==> src/rtl/game_pkg.sv <==
// Shared types and constants for the obstacle game core.
package game_pkg;

    typedef enum logic [1:0] {
        MENU = 2'd0,
        PLAY = 2'd1,
        DEAD = 2'd2,
        WIN  = 2'd3
    } game_state_t;

    localparam logic [15:0] LFSR_SEED = 16'hACE1;
    localparam logic [15:0] LFSR_TAPS = 16'hB400;

    // Obstacle height in pixels for a slot's tall flag.
    function automatic logic [9:0] obst_height(input logic       tall,
                                               input logic [9:0] short_h,
                                               input logic [9:0] tall_h);
        return tall ? tall_h : short_h;
    endfunction

endpackage

==> src/rtl/lfsr16.sv <==
// 16-bit Galois LFSR used for obstacle type and spawn spacing.
module lfsr16
    import game_pkg::*;
(
    input  logic        clk,
    input  logic        reset,
    input  logic        enable,
    output logic [15:0] value
);

    // Shift right, folding the tap mask in whenever a one drops out.
    always_ff @(posedge clk) begin
        // NOTE: sequential state is written with <= so every register samples pre-edge values.
        if (reset)
            value <= LFSR_SEED;
        else if (enable)
            value <= (value >> 1) ^ (value[0] ? LFSR_TAPS : 16'h0000);
    end

endmodule

==> src/rtl/obstacle_engine.sv <==
// Game core: MENU/PLAY/DEAD/WIN control, tick divider, obstacle slots,
// collision, scoring and speed ramp.
module obstacle_engine
    import game_pkg::*;
#(
    parameter int NUM_OBST       = 8,
    parameter int X_W            = 10,
    parameter int SCORE_W        = 8,
    parameter int TICK_DIV       = 2_083_333,
    parameter int SCREEN_W       = 640,
    parameter int PLAYER_X       = 64,
    parameter int PLAYER_W       = 16,
    parameter int OBST_W         = 16,
    parameter int SHORT_H        = 20,
    parameter int TALL_H         = 40,
    parameter int MIN_GAP        = 12,
    parameter int GAP_MASK       = 15,
    parameter int SPEED_INIT     = 2,
    parameter int SPEED_MAX      = 8,
    parameter int SPEED_STEP_PTS = 10,
    parameter int WIN_SCORE      = 100
) (
    input  logic                    CLOCK_50,
    input  logic                    reset,
    input  logic                    start,
    input  logic [9:0]              player_y,
    output logic                    game_tick,
    output logic [1:0]              state,
    output logic [NUM_OBST-1:0]     obst_valid,
    output logic [NUM_OBST-1:0]     obst_tall,
    output logic [NUM_OBST*X_W-1:0] obst_x,
    output logic [SCORE_W-1:0]      score,
    output logic [3:0]              speed
);

    localparam int DIV_W = $clog2(TICK_DIV + 1);
    localparam int GAP_W = (MIN_GAP + GAP_MASK > 0) ? $clog2(MIN_GAP + GAP_MASK + 1) : 1;
    localparam int CNT_W = $clog2(NUM_OBST + 1);
    localparam int SUM_W = SCORE_W + 5;

    localparam logic [DIV_W-1:0] DIV_LAST = DIV_W'(TICK_DIV - 1);
    localparam logic [X_W:0]     HIT_HI   = (X_W + 1)'(PLAYER_X + PLAYER_W);
    localparam logic [X_W:0]     HIT_LO   = (X_W + 1)'(PLAYER_X);
    localparam logic [X_W:0]     OBST_WX  = (X_W + 1)'(OBST_W);
    localparam logic [X_W-1:0]   SPAWN_X  = X_W'(SCREEN_W - 1);
    localparam logic [SUM_W-1:0] STEP     = SUM_W'(SPEED_STEP_PTS);

    game_state_t         state_q;
    logic [DIV_W-1:0]    div_cnt, div_next;
    logic [GAP_W-1:0]    gap_q, gap_reload;
    logic [SCORE_W-1:0]  score_q;
    logic [3:0]          speed_q;
    logic [15:0]         lfsr_val;
    logic                unused_lfsr_bits;

    logic [NUM_OBST-1:0] hit_vec, clr_vec, free_vec, spawn_sel;
    logic [CNT_W-1:0]    clr_count;
    logic [SUM_W-1:0]    score_sum;
    logic                tick_play, hit, advance, win_now, spawn_any, spawn_ok;
    logic                step_cross, clear_game;

    assign state = state_q;
    assign score = score_q;
    assign speed = speed_q;

    lfsr16 u_lfsr (
        .clk    (CLOCK_50),
        .reset  (reset),
        .enable (1'b1),
        .value  (lfsr_val)
    );

    assign unused_lfsr_bits = ^{lfsr_val[15:8], lfsr_val[3:1]};
    assign gap_reload = GAP_W'(MIN_GAP) + GAP_W'(lfsr_val[7:4] & 4'(GAP_MASK));

    // Free-running tick divider; game_tick is registered so it lines up with the terminal count.
    assign div_next = (div_cnt == DIV_LAST) ? '0 : div_cnt + 1'b1;

    always_ff @(posedge CLOCK_50) begin
        if (reset) begin
            div_cnt   <= '0;
            game_tick <= 1'b0;
        end else begin
            div_cnt   <= div_next;
            game_tick <= (div_next == DIV_LAST);
        end
    end

    // Control terms evaluated on registered slot state.
    assign tick_play  = game_tick && (state_q == PLAY);
    assign hit        = |hit_vec;
    assign advance    = tick_play && !hit;
    assign free_vec   = ~obst_valid | clr_vec;
    assign spawn_any  = |free_vec;
    assign score_sum  = SUM_W'(score_q) + SUM_W'(clr_count);
    assign win_now    = score_sum >= SUM_W'(WIN_SCORE);
    assign spawn_ok   = advance && !win_now && (gap_q == '0) && spawn_any;
    assign step_cross = (score_sum / STEP) != (SUM_W'(score_q) / STEP);
    assign clear_game = (state_q == MENU) ||
                        (((state_q == DEAD) || (state_q == WIN)) && start);

    // Count slots leaving the screen and pick the lowest free slot for spawning.
    always_comb begin
        // NOTE: defaults first so no path leaves these unassigned and infers a latch.
        clr_count = '0;
        spawn_sel = '0;
        for (int i = 0; i < NUM_OBST; i++)
            clr_count = clr_count + CNT_W'(clr_vec[i]);
        for (int i = NUM_OBST - 1; i >= 0; i--) begin
            if (free_vec[i]) begin
                spawn_sel    = '0;
                spawn_sel[i] = 1'b1;
            end
        end
    end

    for (genvar i = 0; i < NUM_OBST; i++) begin : gen_slot
        logic           valid_r, tall_r;
        logic [X_W-1:0] x_r;

        assign obst_valid[i]            = valid_r;
        assign obst_tall[i]             = tall_r;
        assign obst_x[i*X_W +: X_W]     = x_r;

        assign hit_vec[i] = valid_r &&
                            ({1'b0, x_r} < HIT_HI) &&
                            (({1'b0, x_r} + OBST_WX) > HIT_LO) &&
                            (player_y < obst_height(tall_r, 10'(SHORT_H), 10'(TALL_H)));
        assign clr_vec[i] = valid_r && (x_r < X_W'(speed_q));

        // Slot register: spawn, scroll off, or move left by the current speed.
        always_ff @(posedge CLOCK_50) begin
            if (reset || clear_game) begin
                valid_r <= 1'b0;
                tall_r  <= 1'b0;
                x_r     <= '0;
            end else if (advance) begin
                if (spawn_ok && spawn_sel[i]) begin
                    valid_r <= 1'b1;
                    tall_r  <= lfsr_val[0];
                    x_r     <= SPAWN_X;
                end else if (clr_vec[i]) begin
                    valid_r <= 1'b0;
                    x_r     <= '0;
                end else if (valid_r) begin
                    x_r     <= x_r - X_W'(speed_q);
                end
            end
        end
    end

    // Game FSM with score, speed ramp and spawn spacing counter.
    always_ff @(posedge CLOCK_50) begin
        if (reset) begin
            state_q <= MENU;
            score_q <= '0;
            speed_q <= 4'(SPEED_INIT);
            gap_q   <= GAP_W'(MIN_GAP);
        end else begin
            unique case (state_q)
                MENU: if (start) state_q <= PLAY;
                PLAY: begin
                    if (tick_play) begin
                        if (hit) begin
                            state_q <= DEAD;
                        end else begin
                            score_q <= score_sum[SCORE_W-1:0];
                            if (step_cross && (speed_q < 4'(SPEED_MAX)))
                                speed_q <= speed_q + 4'd1;
                            if (win_now)
                                state_q <= WIN;
                            else if (gap_q != '0)
                                gap_q <= gap_q - 1'b1;
                            else if (spawn_any)
                                gap_q <= gap_reload;
                        end
                    end
                end
                DEAD, WIN: if (start) state_q <= MENU;
            endcase
            if (clear_game) begin
                score_q <= '0;
                speed_q <= 4'(SPEED_INIT);
                gap_q   <= GAP_W'(MIN_GAP);
            end
        end
    end

endmodule

==> config.mk <==
export PLATFORM = sky130hd
export DESIGN_NAME = obstacle_engine
export DESIGN_NICKNAME = d
export VERILOG_FILES = /design/src/rtl/game_pkg.sv /design/src/rtl/lfsr16.sv /design/src/rtl/obstacle_engine.sv
export SDC_FILE = /design/constraint.sdc
export NUM_CORES = 1
export LEC_CHECK = 0
export ABC_CLOCK_PERIOD_IN_PS = 14000
export BUFFER_PORTS_ARGS = -buffer_cell sky130_fd_sc_hd__buf_2
export CAP_MARGIN = 20
export CORE_UTILIZATION = 25
export DETAILED_ROUTE_END_ITERATION = 8
export HOLD_SLACK_MARGIN = 0.05
export SETUP_SLACK_MARGIN = 0.2
export SYNTH_ARGS = -nofsm -noshare
export SYNTH_HDL_FRONTEND = slang
export SYNTH_SLANG_ARGS = --single-unit
==> constraint.sdc <==
create_clock -name CLOCK_50 -period 14 [get_ports CLOCK_50]
set_clock_uncertainty 0.15 [all_clocks]
set_input_delay 2.8 -clock CLOCK_50 [delete_from_list [all_inputs] [get_ports CLOCK_50]]
set_output_delay 2.8 -clock CLOCK_50 [all_outputs]
set_load 0.03 [all_outputs]
* Word-level counts from Yosys, hierarchy flattened
Cells that the tools add are included.
Word-level totals: register bits after elaboration 153, input port bits 13, output and inout bits 111
Cells by class: muxes and demuxes 66, divide/modulo/power cells 2, reductions and logical operators 104, magnitude comparators 34, bitwise operators 5, add/subtract/negate cells 28, equal/unequal tests 10
Operator list (number):
- $mux 10 | 24
- $add 10x5->11 const B | 8
- $gt 11x7->1 const B | 8
- $lt 10x4->1 | 8
- $lt 10x6->1 | 8
- $lt 10x7->1 const B | 8
- $sub 10x4->10 | 8
- $mux 8 | 8
- $mux 6 | 8
- $reduce_and 2->1 | 24
- $logic_and 1x1->1 | 47
- $eq 21x21->1 const B | 2
- $reduce_bool 3->1 | 8
- $add 21x1->21 const B | 1
- $mux 21 | 1
- $reduce_bool 2->1 | 9
- $add 4x1->4 | 4
- $mux 1 | 16
- $mux 16 | 1
- $reduce_or 8->1 | 2
- $xor 15x16->16 | 1
- $div 13x4->13 const B | 1
- $div 8x4->13 const B | 1
- $ne 13x13->1 | 1
- other kinds (28) | 42

* Logic depth before layout (Yosys ltp)
word-level depth 18, gate-level depth with buffers 32

* Cells and area by module
A second synthesis with hierarchy kept.
Unflattened totals: cells, all modules 1351, area, all modules 10605.2 um2
Modules (own cells, without submodules):
- obstacle_engine | instances 1, area an instance 9975.8 um2, cells an instance 1295
- lfsr16 | instances 1, area an instance 629.4 um2, cells an instance 56

* Worst setup path after synthesis
Ideal clock, no wire load.
path type flip-flop to flip-flop, start point register speed_q[1], in the netlist speed[1], end point register speed_q[1], in the netlist speed[1], data arrival time 7.007 ns, clock period less this slack 7.300 ns, slack 6.700 ns, cell stages (with the launch flop) 30, buffers on the path 1, cell sequence dfxtp_1 inv_1 fa_1 a21oi_1 o211ai_1 nor2_1 nand3_1 inv_1 fa_1 inv_1 fa_1 inv_1 fa_1 inv_1 fa_1 inv_1 fa_1 buf_4 a211o_4 and2_4 or3_1 a32oi_2 a211oi_1 a211o_1 nor4_1 o32ai_1 nor4b_2 a311oi_2 a21oi_1 o21ai_1
Between the ends: cells in the longest elaborated chain, start to end 14, elaborated cells between the ends (all ways) 30
Ends and longest elaborated chain:
- from (decl) | line obstacle_engine.sv:52 | logic [3:0] speed_q;
- from (signal assigned) | line obstacle_engine.sv:157 | speed_q <= 4'(SPEED_INIT);
- from (signal assigned) | line obstacle_engine.sv:169 | speed_q <= speed_q + 4'd1;
- from (signal assigned) | line obstacle_engine.sv:183 | speed_q <= 4'(SPEED_INIT);
- $lt 10x4->1 | line obstacle_engine.sv:129 | assign clr_vec[i] = valid_r && (x_r < X_W'(speed_q));
- $logic_and 1x1->1 | line obstacle_engine.sv:129
- $add 1x1->2 | line obstacle_engine.sv:108 | clr_count = clr_count + CNT_W'(clr_vec[i]);
- $add 2x1->3 | line obstacle_engine.sv:108
- $add 3x1->4 | line obstacle_engine.sv:108
- $add 4x1->4 (4 in series) | line obstacle_engine.sv:108
- $add 8x4->9 | line obstacle_engine.sv:95 | assign score_sum = SUM_W'(score_q) + SUM_W'(clr_count);
- $div 13x4->13 | line obstacle_engine.sv:98 | assign step_cross = (score_sum / STEP) != (SUM_W'(score_q) / STEP);
- $ne 13x13->1 | line obstacle_engine.sv:98
- $logic_and 1x1->1 | line obstacle_engine.sv:168 | if (step_cross && (speed_q < 4'(SPEED_MAX)))
- $reduce_and 4->1 (no line)
Parallel ways exist; a longest one is shown, timed or not. A chain may end at the register's enable or synchronous reset.

* Worst setup path in the final report
start point register speed_q[1], in the netlist speed[1], end point register gen_slot[4].x_r[7]
Between the ends: cells in the longest elaborated chain, start to end 18, elaborated cells between the ends (all ways) 45
Ends and longest elaborated chain:
- $lt 10x4->1 | line obstacle_engine.sv:129
- $logic_and 1x1->1 | line obstacle_engine.sv:129
- $add 1x1->2 | line obstacle_engine.sv:108
- $add 2x1->3 | line obstacle_engine.sv:108
- $add 3x1->4 | line obstacle_engine.sv:108
- $add 4x1->4 (4 in series) | line obstacle_engine.sv:108
- $add 8x4->9 | line obstacle_engine.sv:95
- $ge 9x7->1 | line obstacle_engine.sv:96 | assign win_now = score_sum >= SUM_W'(WIN_SCORE);
- $logic_not 1->1 | line obstacle_engine.sv:97 | assign spawn_ok = advance && !win_now && (gap_q == '0) && spawn_any;
- $logic_and 1x1->1 (3 in series) | line obstacle_engine.sv:97
- $logic_and 1x1->1 | line obstacle_engine.sv:138 | if (spawn_ok && spawn_sel[i]) begin
- $reduce_bool 3->1 (no line)
- $reduce_and 2->1 (no line)
- to (signal assigned) | line obstacle_engine.sv:146 | x_r <= x_r - X_W'(speed_q);
- to (decl) | line obstacle_engine.sv:119 | logic [X_W-1:0] x_r;
Parallel ways exist; a longest one is shown, timed or not. The select of a mux whose other input is x is not followed.

==> reports/metrics.yaml <==
clock_network:
  clk_pin_slew_ns: 0.07
  post_cts_resize_count: 0
  cts.htree.levels: 4
  cts_tree: "built"
  insertion_delay_ns: 0.43
  hold_buffers: 0
  numCtsBuffers: 17
  post_cts_buffers: 0
  clockBufferDepth: 2
  cts_root_buf: "clkbuf_16"
  clock-sinks: 153
grt:
  grt_pass1_vias: 9493
  overflow: 0
  grt_pass1_wl_mm: 51.8
  grt_max_degree: 61
  met1_usage: 0.188
  antenna_found_initial: 6
  use_met2: 0.247
  busiest_layer: "met2"
  grt_use_total: 0.150
  met3_usage: 0.0426
synthesis:
  synth.top_cell.area_share: 0.288
  synth_flop_cell: "dfxtp_1"
  synth.avg_cell_area_um2: 7.81
  synthTopCellsByArea: "dfxtp_1 (29%), ha_1 (7.9%), nor2_1 (5.3%), a21oi_1 (5.2%), nand2_1 (4.3%)"
  synth_cell_types: 87
  synth-seq-cells: 153
  ys_seq_area_frac: 0.288
  yosysTopAreaCell: "dfxtp_1"
  yosysWarnings: 0
  async_reset_ff_frac: 0
  synth_cells: 1360
  synth_edf_count: 0
  synth_area_um2: 10600
  syn_nets: 1453
timing:
  whs_ns: 0.268
  max_clock_freq_ghz: 0.118
  slew_headroom: 0.414
  fin_crit_ns: 8.46
  final-max-slew-violation-count: 0
  fin_crit_sh: 0.604
  setup_violations: 0
  tns_ns: 0
  rsz0062_at_grt: "no"
  max_slew.worst_pin.slew_ns: 0.857
  hold_viol_final: 0
floorplanning:
  num_rows: 75
  start_util: 0.253
  io_pins: 124
  die-height_um: 208
  die_w_um: 208
  core_region_area_um2: 41900
  die-area_um2: 43300
place:
  gp_congestion: 0.874
  postPlaceCellArea_um2: 11500
  portBuffers: 121
  hpwl_mm: 24.0
hold_path:
  min_from: "u_lfsr.value[8]$_SDFF_PP0_"
  min_to: "u_lfsr.value[7]$_SDFF_PP1_"
  min_path_type: "flop to flop"
  hold_depth: 1
drt:
  wirelength_mm: 32.7
  drt_iter0_markers: 578
  final_antenna_net_count: 0
  drc: 0
  vias: 10100
  avgViaCountPerCell: 5.07
  wl_per_cell_um: 16.4
  drt_first_pass_iters: 5
power_and_ir_drop:
  p_leak_nw: 4.79
  powerDensity_nw_per_um2: 79.1
  peakVddDrop_mv: 0.0821
setup_path:
  end_kind: "flop"
  slowest_delay_ns: 0.74
  reg2regPathDepth: 28
  critical_path_required_ns: 14.13
  startpoint_type: "flop"
  cpMaxStageDelayCell: "nor2b_1"
  regToRegSetupSlack_ns: 5.54
  arrival_ns: 8.59
  timing.rr.end: "gen_slot[4].x_r[7]$_SDFFE_PP0P_"
  path_class: "flop to flop"
  r2r_start: "speed[1]$_SDFFE_PP1P_"
  cp_max_fo: 17
job:
  drv_cap: 0
finish:
  layout_commonest_cell: "dfxtp_1"
  drive_above_1_share: 0.140
  synthToLayoutAreaGrowth_pct: 14.4
  fin_nets: 1527
  final_cell_mix: "dfxtp_1 (153), nor2_1 (150), nand2_1 (121), buf_2 (121), a21oi_1 (111)"
  fin_area_um2: 12100
status:
  status: "finished, final reports clean"
==> logic make-up after synthesis <==
logic type,after synthesis,synth area share
AOI/OAI and AO/OA,369,0.223
adders and majority gates,81,0.104
muxes,17,0.0165
DFF,153,0.288
xor gates and xnor gates,55,0.0471
buffers and inverters,143,0.0668
and+or+nand+nor,542,0.254
==> synthesized netlist by cell type (15+ instances only) <==
| cell | instances |
|---|---|
| a31oi_1 | 17 |
| nor4_1 | 20 |
| a21o_1 | 22 |
| nor3_1 | 68 |
| o21a_1 | 25 |
| clkbuf_1 | 35 |
| xnor2_1 | 30 |
| nor2_1 | 150 |
| nand2_1 | 121 |
| o211ai_1 | 15 |
| nand3_1 | 39 |
| buf_4 | 17 |
| a21oi_1 | 111 |
| inv_1 | 65 |
| o21ai_0 | 77 |
| ha_1 | 67 |
| a211oi_1 | 29 |
| dfxtp_1 | 153 |
| xor2_1 | 24 |
| nand2b_1 | 20 |
==> area by class of cell <==
| cell class | count | area [µm²] |
|---|---|---|
| Timing Repair Buffer | 131 | 681 |
| Clock buffer | 18 | 439 |
| Fill cell | 4450 | 29800 |
| Antenna cell | 2 | 5.00 |
| Sequential cell | 153 | 3060 |
| Multi-Input combinational cell | 1064 | 6860 |
| Tap cell | 539 | 674 |
| Inverter | 67 | 251 |
| Clock inverter | 14 | 171 |
==> per-stage QoR <==
| stage | utilization | power [mW] | std cells | worst slack (ns) |
|---|---|---|---|---|
| floorplan | - | 0.470 | 1360 | 6.70 |
| global placement | 0.275 | 0.479 | 1954 | 5.69 |
| detailed placement | 0.275 | 0.480 | 1954 | 5.58 |
| CTS | 0.289 | 0.973 | 1986 | 5.56 |
| global route | 0.290 | 0.993 | 1988 | 4.92 |
| finish | 0.290 | 0.961 | 1988 | 5.54 |
==> worst max path at each step <==
stage,slack (ns),startpoint,to,cells after the start
global route,4.92,speed[1]$_SDFFE_PP1P_,gen_slot[4].x_r[8]$_SDFFE_PP0P_,28
detailed placement,5.58,speed[1]$_SDFFE_PP1P_,gen_slot[4].x_r[7]$_SDFFE_PP0P_,28
CTS,5.56,speed[1]$_SDFFE_PP1P_,gen_slot[4].x_r[7]$_SDFFE_PP0P_,28
floorplan,6.70,speed[1]$_SDFFE_PP1P_,speed[1]$_SDFFE_PP1P_,29
finish,5.54,speed[1]$_SDFFE_PP1P_,gen_slot[4].x_r[7]$_SDFFE_PP0P_,28
global placement,5.69,speed[1]$_SDFFE_PP1P_,gen_slot[4].x_r[7]$_SDFFE_PP0P_,28
==> routing by layer <==
layer / share of wire / vias to the layer above
li1: - / 5044
met1: 0.45 / 4776
met2: 0.46 / 219
met3: 0.066 / 41
met4: 0.020 / 8
met5: 0.0013 / -
==> critical path, delay by kind of cell, from the launching register on <==
family	cells	cell delay [ns]
buffers and inverters	7	0.96
DFF	1	0.38
and+or+nand+nor	7	2.30
adders and majority gates	6	2.51
xor gates and xnor gates	1	0.26
AOI/OAI and AO/OA	7	1.73
==> flip-flops by register name (all words and copies together) (netlist names) <==
name	count
gen_slot.tall_r	8
state	2
score	8
gen_slot.x_r	80
u_lfsr.value	16
div_cnt	21
game_tick	1
gen_slot.valid_r	8
speed	4
gap_q	5
==> power by group <==
group          switching, mW  internal (mW)  leakage, nW  total [mW]
clock network          0.205          0.287        0.298       0.492
logic                 0.0173         0.0101         3.26      0.0274
registers            0.00317          0.439         1.24       0.442
total                  0.225          0.736         4.79       0.961
(Power assumes the default switching activity.)
